--- config.mk ---
export PLATFORM = sky130hd
export DESIGN_NAME = dice_roll_ctrl
export DESIGN_NICKNAME = d
export VERILOG_FILES = /design/src/rtl/dice_pkg.sv /design/src/rtl/dice_roll_ctrl_counter.sv /design/src/rtl/dice_roll_ctrl.sv
export SDC_FILE = /design/constraint.sdc
export NUM_CORES = 1
export LEC_CHECK = 0
export CAP_MARGIN = 20
export CORE_AREA = 2 2 67 69
export DETAILED_ROUTE_END_ITERATION = 6
export DIE_AREA = 0 0 69 71
export REMOVE_ABC_BUFFERS = 1
export SLEW_MARGIN = 25
export SYNTH_ARGS = -nofsm -noshare
export SYNTH_HDL_FRONTEND = slang
export SYNTH_SLANG_ARGS = --single-unit
export TNS_END_PERCENT = 50
--- constraint.sdc ---
create_clock -name clk -period 4.7 [get_ports clk]
set_input_delay 1.175 -clock clk [delete_from_list [all_inputs] [get_ports clk]]
set_output_delay 1.175 -clock clk [all_outputs]
set_load 0.005 [all_outputs]
--- src/rtl/dice_pkg.sv ---
// Shared types and constants for the dice game roll controller.
package dice_pkg;

    typedef enum logic [1:0] {
        S_FIRST = 2'd0,
        S_POINT = 2'd1,
        S_WIN   = 2'd2,
        S_LOSE  = 2'd3
    } state_e;

    localparam logic [2:0] DIE_MAX    = 3'd6;
    localparam logic [3:0] NATURAL_7  = 4'd7;
    localparam logic [3:0] NATURAL_11 = 4'd11;
    localparam logic [3:0] CRAPS_2    = 4'd2;
    localparam logic [3:0] CRAPS_3    = 4'd3;
    localparam logic [3:0] CRAPS_12   = 4'd12;
    localparam logic [3:0] SEVEN_OUT  = 4'd7;

    function automatic logic is_rolling(input state_e s);
        return (s == S_FIRST) || (s == S_POINT);
    endfunction

endpackage

--- src/rtl/dice_roll_ctrl_counter.sv ---
// One die: a 1..6 modulo counter whose wrap output carries into the next die.
module dice_counter
    import dice_pkg::*;
(
    input  logic       clk,
    input  logic       rst,
    input  logic       en,
    output logic [2:0] val,
    output logic       wrap
);

    logic [2:0] val_q, val_d;

    always_comb begin
        wrap  = en && (val_q == DIE_MAX);
        val_d = val_q;
        if (en) begin
            val_d = (val_q == DIE_MAX) ? 3'd1 : val_q + 3'd1;
        end
    end

    always_ff @(posedge clk or posedge rst) begin
        if (rst) begin
            val_q <= 3'd1;
        end else begin
            val_q <= val_d;
        end
    end

    assign val = val_q;

endmodule

--- src/rtl/dice_roll_ctrl.sv ---
// Dice roller and craps rule FSM feeding the two-digit display decoder.
// Optional roll counter output enabled by defining DICE_ROLL_COUNT_EN.
module dice_roll_ctrl
    import dice_pkg::*;
#(
    parameter int unsigned ROLL_DIV = 1
) (
    input  logic       clk,
    input  logic       rst,
    input  logic       roll_btn,
    input  logic       new_game,
    output logic [2:0] die1,
    output logic [2:0] die2,
    output logic [3:0] sum,
    output logic [3:0] point,
    output logic       win,
    output logic       lose
`ifdef DICE_ROLL_COUNT_EN
    ,
    output logic [3:0] roll_count
`endif
);

    localparam logic [7:0] DIV_LAST = 8'(ROLL_DIV - 1);

    logic       btn_q;
    logic [7:0] pre_q, pre_d;
    state_e     state_q, state_d;
    logic [3:0] sum_q, sum_d;
    logic [3:0] point_q, point_d;
    logic       win_q, win_d;
    logic       lose_q, lose_d;
    logic       adv, rel, accept;
    logic       d1_wrap, die2_wrap_unused;
    logic [3:0] roll_sum;

    dice_counter u_die1 (
        .clk  (clk),
        .rst  (rst),
        .en   (adv),
        .val  (die1),
        .wrap (d1_wrap)
    );

    dice_counter u_die2 (
        .clk  (clk),
        .rst  (rst),
        .en   (d1_wrap),
        .val  (die2),
        .wrap (die2_wrap_unused)
    );

    assign roll_sum = {1'b0, die1} + {1'b0, die2};

    always_comb begin
        pre_d   = roll_btn ? ((pre_q == DIV_LAST) ? 8'd0 : pre_q + 8'd1) : 8'd0;
        adv     = roll_btn && (pre_q == DIV_LAST) && is_rolling(state_q);
        rel     = btn_q && !roll_btn;
        accept  = rel && is_rolling(state_q) && !new_game;
        state_d = state_q;
        sum_d   = sum_q;
        point_d = point_q;
        if (new_game) begin
            state_d = S_FIRST;
            point_d = 4'd0;
        end else if (accept) begin
            sum_d = roll_sum;
            unique case (state_q)
                S_FIRST: begin
                    if (roll_sum == NATURAL_7 || roll_sum == NATURAL_11) begin
                        state_d = S_WIN;
                    end else if (roll_sum == CRAPS_2 || roll_sum == CRAPS_3 ||
                                 roll_sum == CRAPS_12) begin
                        state_d = S_LOSE;
                    end else begin
                        point_d = roll_sum;
                        state_d = S_POINT;
                    end
                end
                S_POINT: begin
                    if (roll_sum == point_q) begin
                        state_d = S_WIN;
                    end else if (roll_sum == SEVEN_OUT) begin
                        state_d = S_LOSE;
                    end
                end
                default: ;
            endcase
        end
        win_d  = (state_d == S_WIN);
        lose_d = (state_d == S_LOSE);
    end

    always_ff @(posedge clk or posedge rst) begin
        if (rst) begin
            btn_q   <= 1'b0;
            pre_q   <= 8'd0;
            state_q <= S_FIRST;
            sum_q   <= 4'd0;
            point_q <= 4'd0;
            win_q   <= 1'b0;
            lose_q  <= 1'b0;
        end else begin
            btn_q   <= roll_btn;
            pre_q   <= pre_d;
            state_q <= state_d;
            sum_q   <= sum_d;
            point_q <= point_d;
            win_q   <= win_d;
            lose_q  <= lose_d;
        end
    end

    assign sum   = sum_q;
    assign point = point_q;
    assign win   = win_q;
    assign lose  = lose_q;

`ifdef DICE_ROLL_COUNT_EN
    logic [3:0] rc_q, rc_d;

    always_comb begin
        rc_d = rc_q;
        if (new_game) begin
            rc_d = 4'd0;
        end else if (accept && rc_q != 4'd15) begin
            rc_d = rc_q + 4'd1;
        end
    end

    always_ff @(posedge clk or posedge rst) begin
        if (rst) begin
            rc_q <= 4'd0;
        end else begin
            rc_q <= rc_d;
        end
    end

    assign roll_count = rc_q;
`endif

endmodule

== Word level (Yosys, flattened, before mapping) ==
Cells that the tools add are included.
W data, S select, Z words.

* Reduce and logical (&&, ||, !) cells: 18
* Bitwise gates (word level): 1
* Muxes and demuxes: 16
* $add $sub $neg: 4
* Eq/ne operators: 13

{| class="wikitable"
|+ Operators with widths
! cell !! count
|-
| $mux W4 || 5
|-
| $mux W8 || 2
|-
| $mux W2 || 6
|-
| $add A8 B1 Y8 const B || 1
|-
| $eq A4 B2 Y1 const B || 2
|-
| $eq A4 B4 Y1 const B || 2
|-
| $logic_not A8 Y1 || 1
|-
| $add A3 B1 Y3 const B || 2
|-
| $eq A3 B3 Y1 const B || 2
|-
| $logic_and A1 B1 Y1 || 6
|-
| $mux W3 || 2
|-
| $add A3 B3 Y4 || 1
|-
| $eq A2 B2 Y1 const B || 2
|-
| $eq A4 B3 Y1 const B || 1
|-
| $eq A4 B4 Y1 || 1
|-
| $logic_or A1 B1 Y1 || 4
|-
| $ne A2 B2 Y1 const B || 2
|-
| $pmux W2 S2 || 1
|-
| $reduce_and A4 Y1 || 1
|-
| $reduce_bool A2 Y1 || 2
|-
| $eq A2 B1 Y1 const B || 1
|-
| $logic_not A1 Y1 || 2
|-
| $logic_not A2 Y1 || 1
|-
| $reduce_and A2 Y1 || 1
|-
| $not A1 Y1 || 1
|}

* Word-level logic and storage cells: 61
* Input bits: 4
* Register bits: 27

== Longest topological paths before layout ==
* Word-level depth: 10
* Gate-level depth with buffers: 9
* Gate-level depth less buffers: 8

== Cells and area by module ==
A second synthesis with hierarchy kept.

* Cells, all modules: 146
* Area total of the unflattened synthesis: 1539.0 um2

{| class="wikitable"
|+ By module, submodules not included
! module !! area an instance (um2) !! instances !! cells an instance !! sequential area each (um2)
|-
| dice_roll_ctrl || 1251.2 || 1 || 122 || 525.5
|-
| dice_counter || 143.9 || 2 || 12 || 76.3
|}

== Worst setup path before layout ==
No wires, ideal clock.

* Path type: flip-flop to flip-flop
* From: register u_die1.val_q[0], in the netlist u_die1.val[0]
* To: register lose_q, in the netlist lose
* Data required time: 4628 ps
* Path slack: 2460 ps
* Buffers on the path: 1
* Setup time: 72 ps
* Stages on the path, launching flop included: 10
* Period minus slack after synthesis: 2240 ps
* Arrival: 2168 ps
* Cells stage by stage: dfstp_2 ha_1 fa_1 clkbuf_1 xor2_1 nor3_2 nand3_1 a31oi_1 o22ai_1 nor2_1

* Word-level cells in the longest chain between the ends: 10

{| class="wikitable"
|+ Ends and longest elaborated chain
! item !! RTL line !! source
|-
| start, declared || dice_roll_ctrl_counter.sv:12 || <nowiki>logic [2:0] val_q, val_d;</nowiki>
|-
| start signal, assigned || dice_roll_ctrl_counter.sv:26 || <nowiki>val_q <= val_d;</nowiki>
|-
| $add A3 B3 Y4 (*) || dice_roll_ctrl.sv:53 || <nowiki>assign roll_sum = {1'b0, die1} + {1'b0, die2};</nowiki>
|-
| named net roll_sum[1] || dice_roll_ctrl.sv:35 || <nowiki>logic [3:0] roll_sum;</nowiki>
|-
| $eq A4 B2 Y1 || dice_roll_ctrl.sv:72 || <nowiki>end else if (roll_sum == CRAPS_2 || roll_sum == CRAPS_3 ||</nowiki>
|-
| $logic_or A1 B1 Y1 (2 in a row) || dice_roll_ctrl.sv:72 ||
|-
| $mux W2 || dice_roll_ctrl.sv:72 ||
|-
| $mux W2 || dice_roll_ctrl.sv:70 || <nowiki>if (roll_sum == NATURAL_7 || roll_sum == NATURAL_11) begin</nowiki>
|-
| $pmux W2 S2 (*) || dice_roll_ctrl.sv:68 || <nowiki>unique case (state_q)</nowiki>
|-
| $mux W2 (*) || dice_roll_ctrl.sv:66 || <nowiki>end else if (accept) begin</nowiki>
|-
| $mux W2 (*) || dice_roll_ctrl.sv:63 || <nowiki>if (new_game) begin</nowiki>
|-
| $eq A2 B2 Y1 (*) || dice_roll_ctrl.sv:91 || <nowiki>lose_d = (state_d == S_LOSE);</nowiki>
|-
| named net lose_d || dice_roll_ctrl.sv:32 || <nowiki>logic lose_q, lose_d;</nowiki>
|-
| end signal, assigned || dice_roll_ctrl.sv:110 || <nowiki>lose_q <= lose_d;</nowiki>
|-
| end, declared || dice_roll_ctrl.sv:32 ||
|}

Mark *: on every way through the listed nets, which the timed path passes. The rest lies on a longest branch.
A chain may end at the register's enable or synchronous reset.

== Final worst setup path ==
* From: register u_die1.val_q[0], in the netlist u_die1.val[0]
* To: output die1[0]

{| class="wikitable"
|+ RTL lines
! item !! RTL line !! source
|-
| end, declared || dice_roll_ctrl.sv:12 || <nowiki>output logic [2:0] die1,</nowiki>
|}

No word-level cell between the ends.

==> metrics.md <==
| Metric | Value |
|---|---|
| Core ar. | 4200 sq um |
| Worst skew pair latency | 0.27 ns |
| Main combinational cell family by area after synthesis | simple AND/OR/NAND/NOR gates |
| Crit Path Max Fanout | 7 |
| Design area | about 1700 sq um |
| TritonCTS clock tree | yes |
| Cells after Synth | 133 |
| Buf+Inv Stages, Crit Path | 1 |
| Routed wire per std cell | between 10 and 15 um |
| Slew @ Worst Pin | ~0.56 ns |
| Core Rows | 24 |
| Worst Setup Path Type | flip-flop to primary output |
| RSZ-0062 raised after global routing | false |
| Total gr overflow | 0 |
| Drt pass-1 iters | 4 |
| Pwr Density | slightly above 600 nW/um^2 |
| Min Tclk post-route | approximately 2.6 ns |
| End-of-flow core utilization | 0.406 |
| Slowest cell on the critical path | dfstp_2 |
| NetSw | 0.397 mW |
| Final setup viols | 0 |
| Synth unique cells | 39 |
| Hpwl dp | approximately 2.0 mm |
| Placed instance area | 1660 sq um |
| Worst Skew | 0.00950 ns |
| Drt initial violations | between 50 and 60 |
| Initial antenna violation count | 0 |
| Gr usage total | 0.110 |
| Top cells by count, synth | 25 x dfrtp_1, 17 x nor2_1, 11 x xor2_1, 9 x nand2_1, 8 x inv_1 |
| Setup TNS | 0 ns |
| Netlist Area Pre-Place | roughly 1400 sq um |
| Post-synthesis mux area share | 0.0746 |
| Xor-xnor portion of the synthesized cell area | 0.0966 |
| Pin count of the biggest net entering global routing | 28 |
| Register area share after synthesis | 0.476 |
| Fin. Hold Viols | 0 |
| CP Launch Type | flip-flop |
| Worst Hold Class | flip-flop to flip-flop |
| P_int | 0.643 mW |
| Layout cells sized above 1 | 0.112 |
| Clock group share of total power | 0.125 |
| Chip height | ~71 um |
| Crit path cell chain | clkdlybuf4s50_1 |
| Drt total wl | around 2.6 mm |
| Leading area contributor after synthesis | dfrtp_1 |
| Post_cts resized | 0 |
| Vias in the first global route | roughly 940 |
| GP Congestion | 0.762 |
| Die area | roughly 4900 sq um |
| Seq pwr share | 0.351 |
| Layout fillers | between 400 and 500 |
| Period utilisation layout | 0.544 |
| VDD IR-drop max | between 0.15 and 0.2 mV |
| Area contributors post-synth | dfrtp_1 44%, xor2_1 6.8%, nor2_1 4.5%, ha_1 4.4%, dfstp_2 3.7% |
| Proportion of power drawn by combinational gates | 0.524 |
| Total of max-cap violations | 0 |
| Nets | ~160 |
| CTS Buf Count | 3 |
| Die W | ~70 um |
| Max stage delay on crit path | about 0.60 ns |
| Hold buffer count at cts | 0 |
| Postcts setup bufs | 0 |
| Count leader, synth | dfrtp_1 |
| Initial Utilization | 0.339 |
| Layout area overhead | 19.8% |
| Worst setup EP type | primary output |
| Worst-path clk slew | 0.10 ns |
| Syn avg cell area | roughly 11 sq um |
| Number of synthesized flops with an enable pin | 0 |
| Boundary pin count | 20 |
| Synth Area in Adders | 0.0579 |
| Area share of the largest cell type after synthesis | 0.439 |
| Ys async rst share | 1.00 |
| Synth Area in Compound Gates | 0.0790 |
| Switch share | 0.382 |
| Via count | ~1,000 |
| Outcome | complete, no violations |
| Clock root buffer | clkbuf_8 |
| Ant. Diodes | 0 |
| Htree depth | 1 |
| Max clock buf depth | 2 |
| Worst path required time | 3.52 ns |
| Total power after layout | 1.04 mW |
| Number of port buffers | 19 |
| FF+latch count, synth | 27 |
| Max_slew headroom | 0.624 |
| Synth Flop Type | dfrtp_1 |
| CP arrival | about 1.4 ns |
| Max Slew Vio Count | 0 |
| Post-DRT Antenna Nets | 0 |
| First-pass GRT wire length | 4.41 mm |
| CP top delay family | flip-flops |
| Yosys warning count | 0 |
| Leak Pwr | 0.752 nW |
| DRC | 0 |
| Vias per std cell | between 5 and 6 |
| FMAX | between 0.3 and 0.4 GHz |
| Simple-Gate Fraction of Synth Area | 0.182 |
| # clock sinks | 27 |
routing by layer:
layer,wire length [um],vias up,share of wire,global-route usage
met2,1280,21,0.49,0.186
met1,1200,516,0.46,0.144
met4,15,0,0.0058,0.0327
li1,-,488,-,-
met3,110,2,0.042,0.0214
met5,0,-,0,0
path summary, 6_finish.rpt:
path / startpoint / to / slack (ns) / depth (start not counted)
max in group asynchronous: rst / u_die2.val[0] / 3.05 / 2
max: u_die1.val[0] / die1[0] / 2.14 / 1
min reg2reg: sum[1] / sum[1] / 0.52 / 1
min in group asynchronous: rst / btn_q / 1.28 / 2
max reg2reg: u_die1.val[0] / win / 2.26 / 8
min: sum[1] / sum[1] / 0.52 / 1
area by class of cell:
cell class / instances / area (sq um) / share of cell area
multi-input cells: 94 / 698 / 0.409
flip-flops and latches: 27 / 678 / 0.397
repair buffers: 19 / 190 / 0.111
well taps: 52 / 65.1 / 0.0381
clock buffers: 3 / 41.3 / 0.0242
inverters: 8 / 30.0 / 0.0176
clock inverters: 1 / 5.00 / 0.00293
kinds of logic (layout without fill, tap and decap cells):
family,count (synthesis),count (layout)
simple gates,48,48
compound gates,16,16
fa+ha+maj,6,6
flops,27,27
buf+inv,12,31
mux,10,10
xor+xnor,14,14
registers in the layout (all words and copies together) (netlist names):
name and flops:
win 1, state_q 2, sum 4, u_die2.val 3, btn_q 1, lose 1
pre_q 8, point 4, u_die1.val 3
power groups by stage:
| stage | sequential, mW | clock (mW) | combinational, mW |
|---|---|---|---|
| after floorplan | 0.363 | 0 | 0.358 |
| after global placement | 0.368 | 0 | 0.531 |
| after detailed placement | 0.374 | 0 | 0.544 |
| after CTS | 0.368 | 0.136 | 0.546 |
| after global routing | 0.380 | 0.144 | 0.591 |
| final | 0.365 | 0.130 | 0.546 |
through the flow:
step	hold WS (ns)	instances	setup WS, ns
6_report	0.518	204	2.14
3_5_place_dp	0.497	200	1.95
4_1_cts	0.520	204	2.12
3_3_place_gp	0.494	200	2.03
2_1_floorplan	0.485	129	2.52
5_1_grt	0.552	204	2.08
layout by cell type (no fill, tap or decap), drive strengths merged, types with 2 or more instances in the layout:
cell type,synthesis,final
a21oi,2,2
a31oi,3,3
and2,2,2
and3,3,3
clkbuf,1,3
clkdlybuf4s50,0,19
dfrtp,25,25
dfstp,2,2
ha,5,5
inv,8,8
mux2,5,5
mux2i,5,5
nand2,9,9
nand2b,2,2
nand3,6,6
nor2,18,18
nor3,3,3
nor3b,2,2
o21ai,3,3
xnor2,2,2
xor2,11,11
(Power assumes the default switching activity.)
